===== config.mk =====
export PLATFORM = sky130hd
export DESIGN_NAME = mc_ctrl
export DESIGN_NICKNAME = d
export VERILOG_FILES = /design/src/rtl/mc_ctrl.sv
export SDC_FILE = /design/constraint.sdc
export NUM_CORES = 1
export LEC_CHECK = 0
export ABC_AREA = 1
export CAP_MARGIN = 5
export CORE_ASPECT_RATIO = 0.8
export CORE_UTILIZATION = 54
export CTS_CLUSTER_SIZE = 30
export DETAILED_ROUTE_END_ITERATION = 6
export PLACE_DENSITY = 0.86
export SKIP_LAST_GASP = 1
export SYNTH_ARGS = -nofsm -noshare
export SYNTH_HDL_FRONTEND = slang
export SYNTH_SLANG_ARGS = --single-unit

===== constraint.sdc =====
create_clock -name clk -period 7.6 [get_ports clk]
set_input_delay 1.14 -clock clk [delete_from_list [all_inputs] [get_ports clk]]
set_output_delay 1.14 -clock clk [all_outputs]
set_load 0.005 [all_outputs]

===== src/rtl/mc_ctrl.sv =====
// mc_ctrl: multicycle main control FSM with retire counter and memory-timeout watchdog.
module mc_ctrl #(
    parameter int CNT_W   = 32,
    parameter int TIMEOUT = 255
) (
    input  logic             clk,
    input  logic             reset,
    input  logic [6:0]       opcode,
    input  logic [2:0]       funct3,
    input  logic             zero,
    input  logic             mem_ready,
    output logic             memread,
    output logic             memwrite,
    output logic             irwrite,
    output logic             pcwrite,
    output logic             pcsrc,
    output logic             alusrc,
    output logic [1:0]       aluop,
    output logic             regwrite,
    output logic             memtoreg,
    output logic             trap,
    output logic [3:0]       state,
    output logic [CNT_W-1:0] instret
);
    localparam int WW = $clog2(TIMEOUT + 1);
    typedef enum logic [3:0] {
        FETCH = 4'd0, DECODE = 4'd1, EXEC_R = 4'd2, EXEC_I = 4'd3, MEMADR = 4'd4, MEMRD = 4'd5,
        MEMWR = 4'd6, WB_ALU = 4'd7, WB_MEM = 4'd8, BRANCH = 4'd9, TRAP = 4'd10
    } state_t;
    state_t st, nxt;
    logic [WW-1:0] wcnt;
    logic expired, waiting, taken, retire, is_i;
    assign expired = wcnt == WW'(TIMEOUT);
    assign waiting = (st == FETCH || st == MEMRD || st == MEMWR) && !mem_ready;
    assign taken   = (funct3 == 3'b000 && zero) || (funct3 == 3'b001 && !zero);
    assign is_i    = opcode == 7'b0010011;
    assign retire  = st != FETCH && nxt == FETCH;
    assign state   = st;
    always_comb begin
        nxt = st;
        case (st)
            FETCH:  nxt = mem_ready ? DECODE : expired ? TRAP : FETCH;
            DECODE: nxt = opcode == 7'b0110011 ? EXEC_R :
                          is_i ? EXEC_I :
                          (opcode == 7'b0000011 || opcode == 7'b0100011) ? MEMADR :
                          (opcode == 7'b1100011 && funct3[2:1] == 2'b00) ? BRANCH : TRAP;
            EXEC_R, EXEC_I: nxt = WB_ALU;
            MEMADR: nxt = opcode == 7'b0000011 ? MEMRD : MEMWR;
            MEMRD:  nxt = mem_ready ? WB_MEM : expired ? TRAP : MEMRD;
            MEMWR:  nxt = mem_ready ? FETCH : expired ? TRAP : MEMWR;
            WB_ALU, WB_MEM, BRANCH: nxt = FETCH;
            default: nxt = TRAP;
        endcase
    end
    always_ff @(posedge clk) begin
        if (reset) begin
            st      <= FETCH;
            instret <= '0;
            wcnt    <= '0;
        end else begin
            st      <= nxt;
            instret <= instret + CNT_W'(retire);
            wcnt    <= (waiting && nxt == st) ? wcnt + WW'(1) : '0;
        end
    end
    // WB_ALU keeps the EXEC operand selection, recovered from the still-stable opcode
    always_comb begin
        memread  = 1'b0;
        memwrite = 1'b0;
        irwrite  = 1'b0;
        pcwrite  = 1'b0;
        pcsrc    = 1'b0;
        alusrc   = 1'b0;
        aluop    = 2'b00;
        regwrite = 1'b0;
        memtoreg = 1'b0;
        trap     = 1'b0;
        if (!reset) begin
            case (st)
                FETCH: begin
                    memread = 1'b1;
                    irwrite = mem_ready;
                    pcwrite = mem_ready;
                end
                EXEC_R: aluop = 2'b10;
                EXEC_I: begin
                    alusrc = 1'b1;
                    aluop  = 2'b11;
                end
                MEMADR: alusrc = 1'b1;
                MEMRD: begin
                    memread = 1'b1;
                    alusrc  = 1'b1;
                end
                MEMWR: begin
                    memwrite = 1'b1;
                    alusrc   = 1'b1;
                end
                WB_ALU: begin
                    regwrite = 1'b1;
                    alusrc   = is_i;
                    aluop    = is_i ? 2'b11 : 2'b10;
                end
                WB_MEM: begin
                    regwrite = 1'b1;
                    memtoreg = 1'b1;
                end
                BRANCH: begin
                    aluop   = 2'b01;
                    pcwrite = taken;
                    pcsrc   = taken;
                end
                TRAP: trap = 1'b1;
                default: ;
            endcase
        end
    end
endmodule


==> summary.md, run 1 <==
| Metric | Value |
|---|---|
| Share of synthesized area occupied by flip-flops and latches | `34.0%` |
| Maximum fanout encountered on the critical timing path | `34` |
| Relative slew slack | `69.4%` |
| Area Growth Syn to Fin | `29.3%` |
| Number of setup buffers added after CTS | `0` |
| Number of setup violations in the final report | `0` |
| Total design power | `0.000596 W` |
| Post-cts gate resize count | `0` |
| Accumulated negative setup slack | `0 ns` |
| Most frequent standard cell in the layout excluding fill and tap cells | `sky130_fd_sc_hd__nand2_1` |
| Overflow after GRT | `0` |
| Count of cell types in the netlist | `28` |
| Max-cap check violation count | `0` |
| TritonCTS buffer count | `5` |
| Total area of multi-input combinational cells | `0.00150 mm2` |
| Net count, final | `494` |
| Storage cell area | `881 um2` |
| Count of H-tree levels built during CTS | `2` |
| Total nets after synthesis | `around 430` |
| Total of warnings raised by yosys | `0` |
| Share of final-layout standard cells stronger than drive strength 1 | `4.81%` |
| Min-Delay Endpoint | `wcnt[0]$_SDFF_PP0_` |
| Number of buffers on the longest clock path | `2` |
| Post-Synthesis Cells | `between 400 and 500` |
| Max Transition Viols Final | `0` |
| Count of routing violations after the opening detailed-route iteration | `280` |
| Starting density of the core | `56.4%` |
| Cell chosen for the clock root | `sky130_fd_sc_hd__clkbuf_8` |
| Number of vias after detailed routing | `2888` |
| TritonCTS clock tree | `yes` |
| Per-instance average area after synthesis | `6.26 um2` |
| DIE HEIGHT | `around 64 um` |
| Number of placement rows | `22` |
| Number of buffers added on ports | `60` |
| Wire length of the first global-routing pass | `11200 um` |
| Leakage component of the power | `~1.2 nW` |
| Required time of the worst setup path | `6.46 ns` |
| DR WL/cell | `12.5 um` |
| Die outline width | `79.5 um` |
| Area inside the core boundary | `0.00460 mm2` |
| Number of fillers in the final layout | `385` |
| Synth Register Bits | `44` |
| F_max | `between 0.2 and 0.25 GHz` |
| Fin crit period | `4.30 ns` |
| Count of hold-fix buffers inserted at cts | `0` |
| Worst Min Path Start | `wcnt[0]$_SDFF_PP0_` |
| Reg-to-reg endpoint | `instret[20]$_SDFF_PP0_` |
| CP startpoint kind | `input port` |
| Final HPWL DP | `5180 um` |
| Total Wirelength | `6750 um` |
| Final core utilization | `72.9%` |
| Clock sinks | `44` |
| Setup crit end kind | `primary output` |
| Most frequent cells in the layout | `sky130_fd_sc_hd__nand2_1 (110), sky130_fd_sc_hd__nor2_1 (82), sky130_fd_sc_hd__clkdlybuf4s50_1 (60)` |
| Post-route antenna net violation count | `0` |
| Clock latency reported for the late side of the worst-skew pair | `0.30 ns` |
| Number of cells on the worst reg-to-reg path | `18` |
| Mapped Area | `0.00259 mm2` |
| Critical register-to-register path startpoint | `wcnt[0]$_SDFF_PP0_` |
| Final Hold Violating Endpoints | `0` |
| Worst clock skew | `0.00607 ns` |
| Largest net degree at the start of global routing | `35` |
| Detailed-routing iteration count for the pre-antenna-repair pass | `6` |
| Critical path type | `in2out` |
| Class of the most critical hold timing path | `reg2reg` |
| Power density over the cells | `178 mW/mm2` |
| WP data arrival | `3.16 ns` |
| Area of the die | `0.00508 mm2` |
| Via count of the first global-routing pass | `2482` |
| VDD IR max | `0.000134 V` |
| Residual DRC count | `0` |
| Period utilisation layout | `56.6%` |
| GP Congestion | `0.939` |
| Unrepaired setup endpoints after global routing | `false` |
| Min Hold Slack | `0.465 ns` |
| Transition time at the pin with the least slew margin | `0.458 ns` |
| Clock-pin slew on the worst setup and hold paths | `0.08 ns` |
| I/O pin count | `61` |
| Diode insertion count for antenna repair | `0` |
| Cell depth of the worst min-delay path | `1` |
| Initial antenna violation count | `0` |
| Outcome | `finished, final reports clean` |
| Internal reg-to-reg setup slack | `4.68 ns` |
| DR vias/cell | `between 5 and 6` |
| Total GRT Usage | `28.2%` |
[where the power goes]
group	leakage, nW	internal, W	switching (W)
clock network	0.0445	0.0000739	0.0000805
logic	0.787	0.0000832	0.000101
registers	0.355	0.000242	0.0000158
total	1.19	0.000399	0.000197
[cells by family after synthesis]
family / share of synthesized area, %
AO/OA/AOI/OAI: 7.97
flip-flops: 34.0
buffers and inverters: 8.11
AND/OR/NAND/NOR: 43.7
XOR/XNOR: 4.73
adder cells (fa/ha/maj): 1.45
[metal layers]
metal / vias to the layer above / part of all wire (%) / GRT usage (%) / wire (um)
li1: 1425 / - / - / -
met1: 1274 / 47 / 40.8 / 3190
met2: 180 / 42 / 41.0 / 2820
met3: 9 / 9.9 / 6.57 / 669
met4: 0 / 1.0 / 8.86 / 68
met5: - / 0 / 0 / 0
[cell usage after synthesis]
cell	instances	share of area [%]
sky130_fd_sc_hd__a31oi_1	1	0.24
sky130_fd_sc_hd__inv_1	49	7.1
sky130_fd_sc_hd__nand3b_1	7	2.0
sky130_fd_sc_hd__nor2_1	82	12
sky130_fd_sc_hd__nand2_1	110	16
sky130_fd_sc_hd__nand3_2	1	0.39
sky130_fd_sc_hd__dfxtp_1	44	34
sky130_fd_sc_hd__nor3b_1	2	0.58
sky130_fd_sc_hd__nand3_1	21	4.1
sky130_fd_sc_hd__or2_2	2	0.48
sky130_fd_sc_hd__inv_2	2	0.29
sky130_fd_sc_hd__xor2_1	9	3.0
sky130_fd_sc_hd__nand2_2	1	0.24
sky130_fd_sc_hd__xnor2_1	5	1.7
sky130_fd_sc_hd__nor3_1	12	2.3
sky130_fd_sc_hd__nor2_2	4	0.97
sky130_fd_sc_hd__nand3b_4	1	0.77
sky130_fd_sc_hd__nor2_4	3	1.3
sky130_fd_sc_hd__o21ai_0	11	2.1
sky130_fd_sc_hd__nand4_1	6	1.4
sky130_fd_sc_hd__ha_1	3	1.4
sky130_fd_sc_hd__a21oi_1	26	5.0
sky130_fd_sc_hd__nor4_1	2	0.48
sky130_fd_sc_hd__or2_0	2	0.48
sky130_fd_sc_hd__clkbuf_1	5	0.72
sky130_fd_sc_hd__o21bai_1	1	0.29
sky130_fd_sc_hd__nor3_2	1	0.39
sky130_fd_sc_hd__o21a_1	1	0.29
[flip-flops by register name (all words and copies together), names as in the netlist]
register	count
instret	32
wcnt	8
state	4
[layout make-up]
| type | instances | share of cell area (%) |
|---|---|---|
| clock buffer | 7 | 2.58 |
| sequential | 44 | 26.3 |
| timing repair buffer | 61 | 18.2 |
| inverter | 51 | 5.72 |
| multi-input combinational | 314 | 44.8 |
| clock inverter | 1 | 0.224 |
| tap | 60 | 2.24 |
[worst max-delay path by stage]
| stage | from | end | cells after the start |
|---|---|---|---|
| after global placement | reset | pcwrite | 7 |
| after detailed placement | reset | pcwrite | 7 |
| final | reset | pcwrite | 7 |
| after global routing | reset | pcwrite | 7 |
| after CTS | reset | pcwrite | 7 |
| after floorplan | funct3[2] | instret[18]$_SDFF_PP0_ | 17 |
[through the flow]
stage          setup slack [ns]  std cells  area, um2
2_1_floorplan              4.53        414       2590
3_3_place_gp               3.33        530       3260
3_5_place_dp               3.31        530       3260
4_1_cts                    3.30        538       3350
5_1_grt                    3.17        538       3350
6_report                   3.30        538       3350
[worst max-delay path: stages]
cell                              delay [ns]
sky130_fd_sc_hd__clkdlybuf4s50_1        0.46
sky130_fd_sc_hd__buf_4                  0.33
sky130_fd_sc_hd__inv_1                  0.32
sky130_fd_sc_hd__nand2_1                0.14
sky130_fd_sc_hd__nor3_1                 0.06
sky130_fd_sc_hd__or2_2                  0.26
sky130_fd_sc_hd__clkdlybuf4s50_1        0.44
Power figures use the tool's default switching activity.
==> inputs of run 2 (changes only) <==
--- a/config.mk
+++ b/config.mk
@@ -8,10 +8,10 @@
 export ABC_AREA = 1
 export CAP_MARGIN = 5
 export CORE_ASPECT_RATIO = 0.8
-export CORE_UTILIZATION = 54
+export CORE_UTILIZATION = 50
 export CTS_CLUSTER_SIZE = 30
 export DETAILED_ROUTE_END_ITERATION = 6
-export PLACE_DENSITY = 0.86
+export PLACE_DENSITY = 0.8
 export SKIP_LAST_GASP = 1
 export SYNTH_ARGS = -nofsm -noshare
 export SYNTH_HDL_FRONTEND = slang
==> constraint.sdc (replaced) <==
create_clock -name clk -period 4.5 [get_ports clk]
set_input_delay 0.675 -clock clk [delete_from_list [all_inputs] [get_ports clk]]
set_output_delay 0.675 -clock clk [all_outputs]
set_load 0.005 [all_outputs]
==> run 2 against run 1 <==
  * Critical path depth up 11
  * Power increased by 79%
  * Register-to-register slack got worse by 3.2 ns
  * Combinational power grew 72%
  * Sequential share of layout area down 0.19 points
  * Sequential power is 69% higher
  * Non-clock buffer count stayed put
  * Global-route usage is 1.4 points lower
  * Utilization down 5.5 points
  * Critical endpoint is now instret[18]$_SDFF_PP0_
==> summary.md, run 2 (synthesis results as in run 1) <==
| Metric | Value |
|---|---|
| Clock sinks | `44` |
| Via count of the first global-routing pass | `2334` |
| Wire length of the first global-routing pass | `10800 um` |
| Most frequent standard cell in the layout excluding fill and tap cells | `sky130_fd_sc_hd__nand2_1` |
| Sequence of cells on the critical path | `clkdlybuf4s50_1 -> inv_1 -> nand3_1 -> nand2_1 -> nand2_1 -> nand3_1 -> nor2_1 -> nand2_1 -> nor2_1 -> ha_1 -> ha_1 -> nand2_1 -> nor2_2 -> nand3b_1 -> nor2_2 -> nand2_1 -> o21ai_0 -> a21oi_1` |
| CP startpoint kind | `input port` |
| Unrepaired setup endpoints after global routing | `false` |
| Number of buffers on the longest clock path | `2` |
| Critical register-to-register path startpoint | `wcnt[0]$_SDFF_PP0_` |
| Number of setup violations in the final report | `0` |
| Critical path's slowest cell | `sky130_fd_sc_hd__clkdlybuf4s50_1` |
| Post-cts gate resize count | `0` |
| Clock latency reported for the late side of the worst-skew pair | `~0.30 ns` |
| Area of the die | `between 0.005 and 0.006 mm2` |
| Transition time at the pin with the least slew margin | `0.426 ns` |
| Detailed-routing iteration count for the pre-antenna-repair pass | `5` |
| Number of setup buffers added after CTS | `0` |
| Number of buffers added on ports | `60` |
| Starting density of the core | `51.7%` |
| Most numerous cell on the critical path | `sky130_fd_sc_hd__nand2_1` |
| Initial antenna violation count | `0` |
| Outcome | `finished, final reports clean` |
| Class of the most critical hold timing path | `reg2reg` |
| Setup crit end kind | `register` |
| Accumulated negative setup slack | `0 ns` |
| Area inside the core boundary | `0.00501 mm2` |
| Die outline width | `82.5 um` |
| CP max stage delay | `0.52 ns` |
| Cell chosen for the clock root | `sky130_fd_sc_hd__clkbuf_8` |
| Flip-flop count of the largest register after layout | `32` |
| Count of H-tree levels built during CTS | `2` |
| Leakage component of the power | `1.20 nW` |
| Relative slew slack | `71.6%` |
| GP Congestion | `0.959` |
| VDD IR max | `~0.00022 V` |
| Overflow after GRT | `0` |
| Required time of the worst setup path | `4.68 ns` |
| Final Hold Violating Endpoints | `0` |
| Total GRT Usage | `a little over a quarter` |
| Number of placement rows | `23` |
| Max Transition Viols Final | `0` |
| Most frequent cells in the layout | `sky130_fd_sc_hd__nand2_1 (110), sky130_fd_sc_hd__nor2_1 (82), sky130_fd_sc_hd__clkdlybuf4s50_1 (60)` |
| Diode insertion count for antenna repair | `0` |
| Min-Delay Endpoint | `wcnt[0]$_SDFF_PP0_` |
| WP data arrival | `between 3 and 4 ns` |
| Count of routing violations after the opening detailed-route iteration | `358` |
| Reg-to-reg endpoint | `instret[18]$_SDFF_PP0_` |
| Number of fillers in the final layout | `465` |
| Cell depth of the worst min-delay path | `1` |
| Fin crit period | `3.20 ns` |
| Final core utilization | `67.4%` |
| Total area of multi-input combinational cells | `0.00150 mm2` |
| DR vias/cell | `roughly 5.2` |
| Largest net degree at the start of global routing | `34` |
| TritonCTS clock tree | `yes` |
| Max-cap check violation count | `0` |
| Top register by number of flip-flops | `instret` |
| Clock-pin slew on the worst setup and hold paths | `0.09 ns` |
| Total Wirelength | `6880 um` |
| Worst clock skew | `0.0115 ns` |
| Number of cells on the worst reg-to-reg path | `18` |
| Cell family with the largest share of critical-path delay | `simple AND/OR/NAND/NOR gates` |
| Worst Min Path Start | `wcnt[0]$_SDFF_PP0_` |
| I/O pin count | `61` |
| Net count, final | `494` |
| Final HPWL DP | `about 5300 um` |
| Critical path buffer and inverter count | `2` |
| Count of hold-fix buffers inserted at cts | `0` |
| Area Growth Syn to Fin | `30.2%` |
| Period utilisation layout | `71.0%` |
| Critical path type | `in2reg` |
| Number of vias after detailed routing | `2812` |
| Share of final-layout standard cells stronger than drive strength 1 | `under 10%` |
| Storage cell area | `881 um2` |
| Maximum fanout encountered on the critical timing path | `5` |
| Internal reg-to-reg setup slack | `between 1.5 and 2 ns` |
| DIE HEIGHT | `66.4 um` |
| Number of cells after detailed placement | `roughly 530` |
| DR WL/cell | `12.7 um` |
| Post-route antenna net violation count | `0` |
| TritonCTS buffer count | `5` |
| F_max | `0.313 GHz` |
| Post-route non-filler standard cell count | `540` |
| Residual DRC count | `0` |
| Power density over the cells | `316 mW/mm2` |
==> run 2: cell types whose count changed in the layout (fill, tap and decap cells not counted) <==
cell / change
sky130_fd_sc_hd__clkbuf_8: -1
sky130_fd_sc_hd__inv_6: +1
sky130_fd_sc_hd__bufinv_16: +1
sky130_fd_sc_hd__clkbuf_1: -1
==> run 2: power breakdown <==
part,switching [W],total (W),internal (W)
clock,0.000147,0.000314,0.000167
sequential,0.0000266,0.000435,0.000409
combinational,0.000176,0.000316,0.000140
total,0.000349,0.00106,0.000716
==> run 2: per-stage QoR <==
stage	setup slack [ns]	instance area [um2]	hold WS [ns]	total power (W)
2_1_floorplan	1.90	2590	0.418	0.000630
3_3_place_gp	1.21	3260	0.429	0.000753
3_5_place_dp	1.09	3260	0.447	0.000755
4_1_cts	1.33	3370	0.460	0.00107
5_1_grt	1.04	3370	0.479	0.00113
6_report	1.30	3370	0.456	0.00106
==> run 2: final cells by class <==
type	instances	area share, %
clock buffers	5	2.04
clock inverters	3	1.37
inverters	51	5.68
multi-input cells	314	44.5
flip-flops and latches	44	26.1
well taps	62	2.30
repair buffers	61	18.0
==> run 2: worst max-delay path by stage <==
| stage | from | endpoint | slack [ns] | cells after the start |
|---|---|---|---|---|
| after global routing | mem_ready | instret[18]$_SDFF_PP0_ | 1.04 | 18 |
| after CTS | mem_ready | instret[18]$_SDFF_PP0_ | 1.33 | 18 |
| after detailed placement | mem_ready | instret[18]$_SDFF_PP0_ | 1.09 | 18 |
| after floorplan | funct3[2] | instret[18]$_SDFF_PP0_ | 1.90 | 17 |
| after global placement | mem_ready | instret[11]$_SDFF_PP0_ | 1.21 | 17 |
| final | mem_ready | instret[18]$_SDFF_PP0_ | 1.30 | 18 |
==> run 2: worst register-to-register path, delay by kind of cell, from the launching register on <==
family / cells / cell delay [ns]
simple gates: 13 / 1.67
compound gates: 2 / 0.27
fa+ha+maj: 3 / 0.57
flops: 1 / 0.36
==> run 2: layer usage <==
| metal | wire length, um | part of all wire, % | vias to the layer above | GRT usage, % |
|---|---|---|---|---|
| met2 | 2900 | 42 | 123 | 38.9 |
| met4 | 65 | 0.94 | 0 | 8.55 |
| met5 | 0 | 0 | - | 0 |
| met3 | 533 | 7.7 | 7 | 4.14 |
| met1 | 3380 | 49 | 1249 | 39.9 |
| li1 | - | - | 1433 | - |
